File: src/rtl/ahb_pkg.sv
// Shared AHB-Lite constants and the fetch-master state/error encodings.
package ahb_pkg;

  localparam logic [1:0] HTRANS_IDLE   = 2'b00;
  localparam logic [1:0] HTRANS_NONSEQ = 2'b10;
  localparam logic [2:0] HSIZE_WORD    = 3'b010;
  localparam logic [2:0] HBURST_SINGLE = 3'b000;
  localparam logic       HRESP_OKAY    = 1'b0;
  localparam logic       HRESP_ERROR   = 1'b1;

  typedef enum logic [1:0] {
    ST_IDLE = 2'b00,
    ST_ADDR = 2'b01,
    ST_DATA = 2'b10,
    ST_DONE = 2'b11
  } fetch_state_t;

  typedef enum logic [1:0] {
    ERR_NONE     = 2'b00,
    ERR_MISALIGN = 2'b01,
    ERR_BUSERR   = 2'b10,
    ERR_TIMEOUT  = 2'b11
  } fetch_err_t;

endpackage

File: src/rtl/ahb_fetch_master_if.sv
// AHB-Lite single-master bus bundle used by the instruction fetch path.
interface ahb_fetch_master_if #(
  parameter int ADDR_W = 32,
  parameter int DATA_W = 32
);
  logic [ADDR_W-1:0] HADDR;
  logic [1:0]        HTRANS;
  logic [2:0]        HSIZE;
  logic [2:0]        HBURST;
  logic              HWRITE;
  logic [3:0]        HPROT;
  logic [DATA_W-1:0] HRDATA;
  logic              HREADY;
  logic              HRESP;

  modport master (
    output HADDR, HTRANS, HSIZE, HBURST, HWRITE, HPROT,
    input  HRDATA, HREADY, HRESP
  );

  modport slave (
    input  HADDR, HTRANS, HSIZE, HBURST, HWRITE, HPROT,
    output HRDATA, HREADY, HRESP
  );
endinterface

File: src/rtl/ahb_fetch_master.sv
// Single-beat AHB-Lite instruction fetch master with misalign, bus-error and
// stalled-slave timeout reporting.
//   state | meaning
//   IDLE  | waiting for fetch_req
//   ADDR  | address phase, NONSEQ driven
//   DATA  | data phase, waiting for HREADY
//   DONE  | one-cycle instr_valid / fetch_err report
module ahb_fetch_master
  import ahb_pkg::*;
#(
  parameter int         ADDR_W      = 32,
  parameter int         DATA_W      = 32,
  parameter logic [3:0] HPROT_VAL   = 4'b0010,
  parameter int         TIMEOUT_CYC = 255
) (
  input  logic                 clk,
  input  logic                 reset,
  input  logic                 fetch_req,
  input  logic [ADDR_W-1:0]    pc_addr,
  output logic [DATA_W-1:0]    instr,
  output logic                 instr_valid,
  output logic                 fetch_err,
  output logic [1:0]           err_code,
  output logic                 fetch_busy,
  ahb_fetch_master_if.master   bus
);

  localparam logic [7:0] WAIT_LAST = 8'(TIMEOUT_CYC - 1);

  fetch_state_t      state_q, state_d;
  fetch_err_t        err_code_q, err_code_d;
  logic [ADDR_W-1:0] addr_q;
  logic [7:0]        wait_cnt_q, wait_cnt_d;
  logic              valid_d, err_d, load_instr;

  always_comb begin
    state_d    = state_q;
    wait_cnt_d = wait_cnt_q;
    err_code_d = err_code_q;
    valid_d    = 1'b0;
    err_d      = 1'b0;
    load_instr = 1'b0;
    case (state_q)
      ST_IDLE: begin
        if (fetch_req) begin
          if (pc_addr[1:0] != 2'b00) begin
            state_d    = ST_DONE;
            err_d      = 1'b1;
            err_code_d = ERR_MISALIGN;
          end else begin
            state_d    = ST_ADDR;
            wait_cnt_d = '0;
          end
        end
      end
      ST_ADDR: begin
        if (bus.HREADY) begin
          state_d    = ST_DATA;
          wait_cnt_d = '0;
        end else if (wait_cnt_q == WAIT_LAST) begin
          state_d    = ST_DONE;
          err_d      = 1'b1;
          err_code_d = ERR_TIMEOUT;
        end else begin
          wait_cnt_d = wait_cnt_q + 8'd1;
        end
      end
      ST_DATA: begin
        // first cycle of an ERROR response has HREADY low; only the second one ends the transfer
        if (bus.HREADY) begin
          state_d = ST_DONE;
          if (bus.HRESP == HRESP_ERROR) begin
            err_d      = 1'b1;
            err_code_d = ERR_BUSERR;
          end else begin
            valid_d    = 1'b1;
            load_instr = 1'b1;
          end
        end else if (wait_cnt_q == WAIT_LAST) begin
          state_d    = ST_DONE;
          err_d      = 1'b1;
          err_code_d = ERR_TIMEOUT;
        end else begin
          wait_cnt_d = wait_cnt_q + 8'd1;
        end
      end
      ST_DONE: state_d = ST_IDLE;
      default: state_d = ST_IDLE;
    endcase
  end

  always_ff @(posedge clk or posedge reset) begin
    if (reset) begin
      state_q     <= ST_IDLE;
      err_code_q  <= ERR_NONE;
      addr_q      <= '0;
      wait_cnt_q  <= '0;
      instr       <= '0;
      instr_valid <= 1'b0;
      fetch_err   <= 1'b0;
    end else begin
      state_q     <= state_d;
      err_code_q  <= err_code_d;
      wait_cnt_q  <= wait_cnt_d;
      instr_valid <= valid_d;
      fetch_err   <= err_d;
      if (state_q == ST_IDLE && fetch_req) addr_q <= pc_addr;
      if (load_instr) instr <= bus.HRDATA;
    end
  end

  assign err_code   = err_code_q;
  assign fetch_busy = (state_q != ST_IDLE);

  assign bus.HTRANS = (state_q == ST_ADDR) ? HTRANS_NONSEQ : HTRANS_IDLE;
  assign bus.HADDR  = addr_q;
  assign bus.HSIZE  = HSIZE_WORD;
  assign bus.HBURST = HBURST_SINGLE;
  assign bus.HWRITE = 1'b0;
  assign bus.HPROT  = HPROT_VAL;

endmodule

File: src/flat_wrapper.sv
// flat-port wrapper written by rule: the top's interface ports become plain ports
module ahb_fetch_master_flat import ahb_pkg::*;
#(
  parameter int         ADDR_W      = 32,
  parameter int         DATA_W      = 32,
  parameter logic [3:0] HPROT_VAL   = 4'b0010,
  parameter int         TIMEOUT_CYC = 255
)
  (clk, reset, fetch_req, pc_addr, instr, instr_valid, fetch_err, err_code, fetch_busy, bus_HADDR, bus_HTRANS, bus_HSIZE, bus_HBURST, bus_HWRITE, bus_HPROT, bus_HRDATA, bus_HREADY, bus_HRESP);
  ahb_fetch_master_if #(.ADDR_W(ADDR_W), .DATA_W(DATA_W)) bus_i ();
  input  logic clk;
  input  logic reset;
  input  logic fetch_req;
  input  logic [ADDR_W-1:0] pc_addr;
  output logic [DATA_W-1:0] instr;
  output logic instr_valid;
  output logic fetch_err;
  output logic [1:0] err_code;
  output logic fetch_busy;
  output wire logic [$bits(bus_i.HADDR)-1:0] bus_HADDR;
  output wire logic [$bits(bus_i.HTRANS)-1:0] bus_HTRANS;
  output wire logic [$bits(bus_i.HSIZE)-1:0] bus_HSIZE;
  output wire logic [$bits(bus_i.HBURST)-1:0] bus_HBURST;
  output wire logic [$bits(bus_i.HWRITE)-1:0] bus_HWRITE;
  output wire logic [$bits(bus_i.HPROT)-1:0] bus_HPROT;
  input wire logic [$bits(bus_i.HRDATA)-1:0] bus_HRDATA;
  input wire logic [$bits(bus_i.HREADY)-1:0] bus_HREADY;
  input wire logic [$bits(bus_i.HRESP)-1:0] bus_HRESP;
  assign bus_HADDR = bus_i.HADDR;
  assign bus_HTRANS = bus_i.HTRANS;
  assign bus_HSIZE = bus_i.HSIZE;
  assign bus_HBURST = bus_i.HBURST;
  assign bus_HWRITE = bus_i.HWRITE;
  assign bus_HPROT = bus_i.HPROT;
  assign bus_i.HRDATA = bus_HRDATA;
  assign bus_i.HREADY = bus_HREADY;
  assign bus_i.HRESP = bus_HRESP;
  ahb_fetch_master #(.ADDR_W(ADDR_W), .DATA_W(DATA_W), .HPROT_VAL(HPROT_VAL), .TIMEOUT_CYC(TIMEOUT_CYC)) u_core (.clk(clk), .reset(reset), .fetch_req(fetch_req), .pc_addr(pc_addr), .instr(instr), .instr_valid(instr_valid), .fetch_err(fetch_err), .err_code(err_code), .fetch_busy(fetch_busy), .bus(bus_i));
endmodule
File: config.mk
export PLATFORM = sky130hd
export DESIGN_NAME = ahb_fetch_master_flat
export DESIGN_NICKNAME = d
export VERILOG_FILES = /design/src/rtl/ahb_pkg.sv /design/src/rtl/ahb_fetch_master_if.sv /design/src/rtl/ahb_fetch_master.sv /design/src/flat_wrapper.sv
export SDC_FILE = /design/constraint.sdc
export NUM_CORES = 1
export LEC_CHECK = 0
export CORE_ASPECT_RATIO = 1.1
export CORE_MARGIN = 2
export CORE_UTILIZATION = 45
export CTS_BUF_LIST = sky130_fd_sc_hd__clkbuf_4 sky130_fd_sc_hd__clkbuf_8 sky130_fd_sc_hd__clkbuf_16
export DETAILED_ROUTE_END_ITERATION = 7
export MAX_ROUTING_LAYER = met4
export PLACE_DENSITY_LB_ADDON = 0.25
export SETUP_SLACK_MARGIN = 0.05
export SYNTH_ARGS = -nofsm -noshare
export SYNTH_HDL_FRONTEND = slang
export SYNTH_SLANG_ARGS = --single-unit
File: constraint.sdc
create_clock -name clk -period 5.45 [get_ports clk]
set_clock_uncertainty 0.15 [all_clocks]
set_input_delay 0.8175 -clock clk [delete_from_list [all_inputs] [get_ports clk]]
set_output_delay 0.8175 -clock clk [all_outputs]
set_load 0.03 [all_outputs]
# ---- After elaboration in Yosys (flattened, before gate mapping)
# Cells that the tools add are included.
dict set report op_classes {
  n_eq_ne 10
  addsub 1
  n_mux 30
  reduce_logical 7
}
# operator n
set op_table {}
lappend op_table {{8-bit two-way mux} 5}
lappend op_table {{2-bit two-way mux} 12}
lappend op_table {{8-bit case mux with 3 select lines} 1}
lappend op_table {{1-bit two-way mux} 9}
lappend op_table {{8-bit by 1-bit adder with 8-bit output (second input constant)} 1}
lappend op_table {{8-bit == test (second input constant)} 1}
lappend op_table {{2-bit inequality test (second input constant)} 4}
lappend op_table {{2-bit case mux with 4 select lines} 1}
lappend op_table {{2-bit case mux with 3 select lines} 1}
lappend op_table {{5-bit AND reduction} 1}
lappend op_table {{2-bit == test (second input constant)} 2}
lappend op_table {{4-bit AND reduction} 1}
lappend op_table {{2-bit nonzero test} 2}
lappend op_table {{3-bit inequality test (second input constant)} 1}
lappend op_table {{1-bit case mux with 3 select lines} 1}
lappend op_table {{3-bit nonzero test} 1}
lappend op_table {{2-bit by 1-bit == test with 1-bit output (second input constant)} 1}
lappend op_table {{2-bit logical NOT} 1}
lappend op_table {{2-bit by 1-bit inequality test with 1-bit output (second input constant)} 1}
lappend op_table {{1-bit logical AND} 1}
dict set report totals {
  register_bits 78
  output_inout_bits 82
  inputBits 69
}

# ---- Longest topological paths before layout
dict set report depth {
  word_depth 4
  depth_mapped 9
  ltp_nobuf 7
}

# ---- Worst setup path before layout
# Ideal clock, no wire load.
dict set report synth_path {
  kind {input -> register}
  startpoint {input port pc_addr[0]}
  endpoint {register u_core.wait_cnt_q[5]}
  arrival_ps 1948
  cell_stages 5
  required_ps 5213
  path_slack_ps 3266
  setup_time_ps 87
  cell_sequence {or3b_4 > a2111oi_4 > buf_6 > o21ai_0 > o211ai_1}
}
dict set report synth_via {
  elab_chain_len 3
}
# item line_no
set synth_rtl {}
lappend synth_rtl {{start, declared} flat_wrapper.sv:14} ;# input logic [ADDR_W-1:0] pc_addr;
lappend synth_rtl {{2-bit nonzero test} ahb_fetch_master.sv:46} ;# if (pc_addr[1:0] != 2'b00) begin
lappend synth_rtl {{2-bit inequality test (no line)} -}
lappend synth_rtl {{4-bit AND reduction (no line)} -}
lappend synth_rtl {{end signal, assigned} ahb_fetch_master.sv:104} ;# wait_cnt_q <= wait_cnt_d;
lappend synth_rtl {{end, declared} ahb_fetch_master.sv:33} ;# logic [7:0] wait_cnt_q, wait_cnt_d;
# Every way passes these cells.
# A chain may end at the register's enable or synchronous reset.

# ---- Worst setup path in the final report
dict set report layout_path {
  startpoint {input port bus_HREADY}
  endpoint {register u_core.err_code_q[1] (netlist: u_core.err_code[1])}
}
dict set report layout_via {
  elab_chain_len 2
  elab_cells_between_ends 5
  cone_classes {2 x eq/ne; 2 x mux; 1 x reduce/logical}
}
# item line_no
set layout_rtl {}
lappend layout_rtl {{start, declared} flat_wrapper.sv:27} ;# input wire logic [$bits(bus_i.HREADY)-1:0] bus_HREADY;
lappend layout_rtl {{3-bit inequality test (no line) (tied with other cells)} -}
lappend layout_rtl {{5-bit AND reduction (no line) / 2-bit case mux with 3 select lines (equally long branches)} -}
lappend layout_rtl {{end signal, assigned} ahb_fetch_master.sv:103} ;# err_code_q <= err_code_d;
lappend layout_rtl {{end, declared} ahb_fetch_master.sv:31} ;# fetch_err_t err_code_q, err_code_d;
# Several ways; a longest one is shown, not always the timed one.

==> flow_summary.json <==
{
  "start_util_pct": 46.0,
  "synth_area_leaders": "dfrtp_1, nand2_1, mux2_2",
  "clock_path_buffers": 2,
  "synth.top_cell.area_share_pct": 57.5,
  "ioPinCount": 151,
  "antenna_found_initial": 0,
  "gp_congestion": 0.813,
  "port_buffers": 138,
  "rows": 33,
  "drive_above_1_share_pct": 12.1,
  "wl_per_cell_um": 14.6,
  "max_clock_freq_ghz": 0.265,
  "sw_frac_of_total_pct": 41.3,
  "drt_iter0_markers": 128,
  "syn_area_per_cell_um2": 10.6,
  "grt_pass1_vias": 2754,
  "rsz0062_at_grt": "no",
  "syn_to_final_growth_pct": 47.4,
  "fin_nets": 534,
  "clock_sinks": 78,
  "grt-ovfl-total": 0,
  "power.share.clock_pct": 15.1,
  "diodes": 0,
  "vias_per_cell": 5.01,
  "leakage_nw": 2.27,
  "synth_area_leader_cell": "dfrtp_1",
  "root_buffer": "clkbuf_8",
  "status": "completed",
  "place_inst": 534,
  "seq_area_um2": 1950,
  "path_clk_slew_ns": 0.07,
  "ys_seq_area_share_pct": 57.5,
  "vias": 2749,
  "power.internal_mw": 1.82,
  "numCtsBuffers": 9,
  "routed_wl_mm": 8.01,
  "min_period_ns": 3.78,
  "fin_cells": 549,
  "fin_tns_setup_ns": 0,
  "post_cts_buffers": 0,
  "arrival_ns": 3.89,
  "final.period_utilization_pct": 69.3,
  "crit_path_end_kind": "flop",
  "hold_buffers": 0,
  "synth.cell_area_um2": 3400,
  "seqPwrFrac_pct": 31.5,
  "slew_violations": 0,
  "crit_type": "input pin to flop",
  "grt_pass1_wl_mm": 12.7,
  "drc": 0,
  "p_switching_mw": 1.28,
  "tritoncts": "yes",
  "postCtsResizedCells": 0,
  "clk_latency_ns": 0.34,
  "grt_max_degree": 54,
  "critPathRequiredTime_ns": 5.56,
  "cp_max_fo": 36,
  "cap_viol_max_count": 0,
  "grt.total_usage_pct": 20.5,
  "setup_slack_ns": 1.67,
  "p_per_area_nw_per_um2": 618,
  "worstSetupStartpointType": "input pin",
  "finalSetupViolations": 0,
  "holdCritPathClass": "flop to flop",
  "detail_route.first_pass.iterations": 5,
  "irDropWorstVdd_mv": 0.283,
  "die_w_um": 86.8,
  "fill_cells": 560,
  "ctsHtreeMaxLevel": 3,
  "yosysWarnings": 0,
  "synth_cells": 321,
  "multi_input_area_um2": 1290,
  "worst_pin_slew_ns": 1.09,
  "ys_types": 36,
  "hold_viol_final": 0,
  "die_h_um": 95.1,
  "comb_power_share_pct": 53.4,
  "fin_util_pct": 67.8,
  "relSlewSlack_pct": 27.3,
  "die_area_um2": 8260,
  "ant_nets": 0,
  "dp_hpwl_mm": 5.78,
  "dpl_worst_slack_ns": 1.36,
  "coreArea_um2": 7390,
  "synth-seq-cells": 78
}
==> critical path, stage by stage <==
cell and delay (ns):
clkdlybuf4s50_1 0.58, nand2_1 0.16, or2_2 0.52, clkinv_1 0.94, a2111oi_0 0.69, a2bb2oi_1 0.19
==> sequential cells by signal, summed over array words and instances (netlist names) <==
register and count:
u_core.wait_cnt_q 8, u_core.err_code 2, u_core.fetch_err 1, u_core.bus.HADDR 32, u_core.state_q 2, u_core.instr 32, u_core.instr_valid 1
==> path summary, 6_finish.rpt <==
| path | from | end | slack, ns | cells past startpoint |
|---|---|---|---|---|
| setup reg to reg | u_core.state_q[0] | u_core.err_code[1] | 2.02 | 7 |
| min in group asynchronous | reset | u_core.bus.HADDR[11] | 0.93 | 2 |
| hold / removal | u_core.instr[0] | u_core.instr[0] | 0.32 | 2 |
| max in group asynchronous | reset | u_core.wait_cnt_q[3] | 3.27 | 3 |
| hold reg to reg | u_core.instr[0] | u_core.instr[0] | 0.32 | 2 |
| setup / recovery | bus_HREADY | u_core.err_code[1] | 1.67 | 6 |
==> layer usage <==
layer  wire length (um)  vias to the layer above  GRT usage (%)
met5                  0                        -              -
met4                194                        0           9.51
met1               3200                     1342           23.8
li1                   -                     1316              -
met2               4320                       74           34.9
met3                289                       17           3.20
==> through the flow <==
step	cell area [um2]	power [mW]	hold WS, ns
2_1_floorplan	3430	1.97	0.368
3_3_place_gp	4790	2.61	0.308
3_5_place_dp	4790	2.64	0.311
4_1_cts	5010	3.12	0.329
5_1_grt	5010	3.27	0.359
6_report	5010	3.09	0.324
==> area by class of cell <==
class | count | area share, %
clock buffers | 10 | 2.62
clock inverters | 5 | 1.70
inverters | 11 | 0.824
multi-input cells | 218 | 25.8
flip-flops and latches | 78 | 39.0
well taps | 87 | 2.17
repair buffers | 140 | 27.9
==> synthesized netlist by cell type, drive strengths merged <==
| library cell | number |
|---|---|
| a31oi | 1 |
| nand4 | 3 |
| nand3 | 8 |
| o22ai | 1 |
| and4 | 2 |
| dfrtp | 78 |
| or3 | 1 |
| nand2 | 105 |
| a211oi | 3 |
| o32ai | 1 |
| a21o | 1 |
| o21ai | 7 |
| nor2 | 7 |
| nor3 | 5 |
| a2111oi | 3 |
| ha | 7 |
| and2b | 1 |
| mux2 | 33 |
| or2 | 1 |
| o211ai | 2 |
| clkinv | 1 |
| or3b | 1 |
| mux2i | 1 |
| clkbuf | 4 |
| a2bb2oi | 2 |
| conb | 2 |
| inv | 10 |
| a22oi | 1 |
| a221o | 1 |
| a21oi | 7 |
| buf | 20 |
| o31ai | 1 |
==> cells in the final DEF (no fill, tap or decap), types with 2 or more instances in the layout <==
| cell | netlist | routed |
|---|---|---|
| nand3_1 | 8 | 8 |
| nand2_1 | 105 | 105 |
| clkbuf_8 | 0 | 9 |
| o21ai_0 | 7 | 7 |
| ha_1 | 7 | 7 |
| nand4_1 | 3 | 3 |
| a2bb2oi_1 | 2 | 2 |
| clkdlybuf4s50_1 | 0 | 138 |
| a21oi_1 | 7 | 7 |
| dfrtp_1 | 78 | 78 |
| conb_1 | 2 | 12 |
| bufinv_16 | 0 | 2 |
| a211oi_1 | 3 | 3 |
| mux2_2 | 33 | 33 |
| inv_1 | 10 | 9 |
| a2111oi_0 | 2 | 2 |
| nor3_1 | 5 | 5 |
| clkinv_4 | 0 | 2 |
| nor2_1 | 7 | 7 |
| o211ai_1 | 2 | 2 |
| buf_4 | 12 | 2 |
| and4_1 | 2 | 2 |
==> power groups by stage <==
stage / Clock [mW] / Combinational [mW] / Sequential [mW]
4_1_cts: 0.479 / 1.66 / 0.979
3_3_place_gp: 0 / 1.63 / 0.975
6_report: 0.467 / 1.65 / 0.976
5_1_grt: 0.502 / 1.75 / 1.01
2_1_floorplan: 0 / 0.508 / 1.46
3_5_place_dp: 0 / 1.66 / 0.985
==> cells by family after synthesis <==
group	share of synthesized area [%]
AOI/OAI and AO/OA	6.63
buffers and inverters	5.56
other	0.221
adders and majority gates	2.58
DFF	57.5
and+or+nand+nor	16.3
muxes	11.2
No activity file was read; power rests on OpenSTA's default activity.
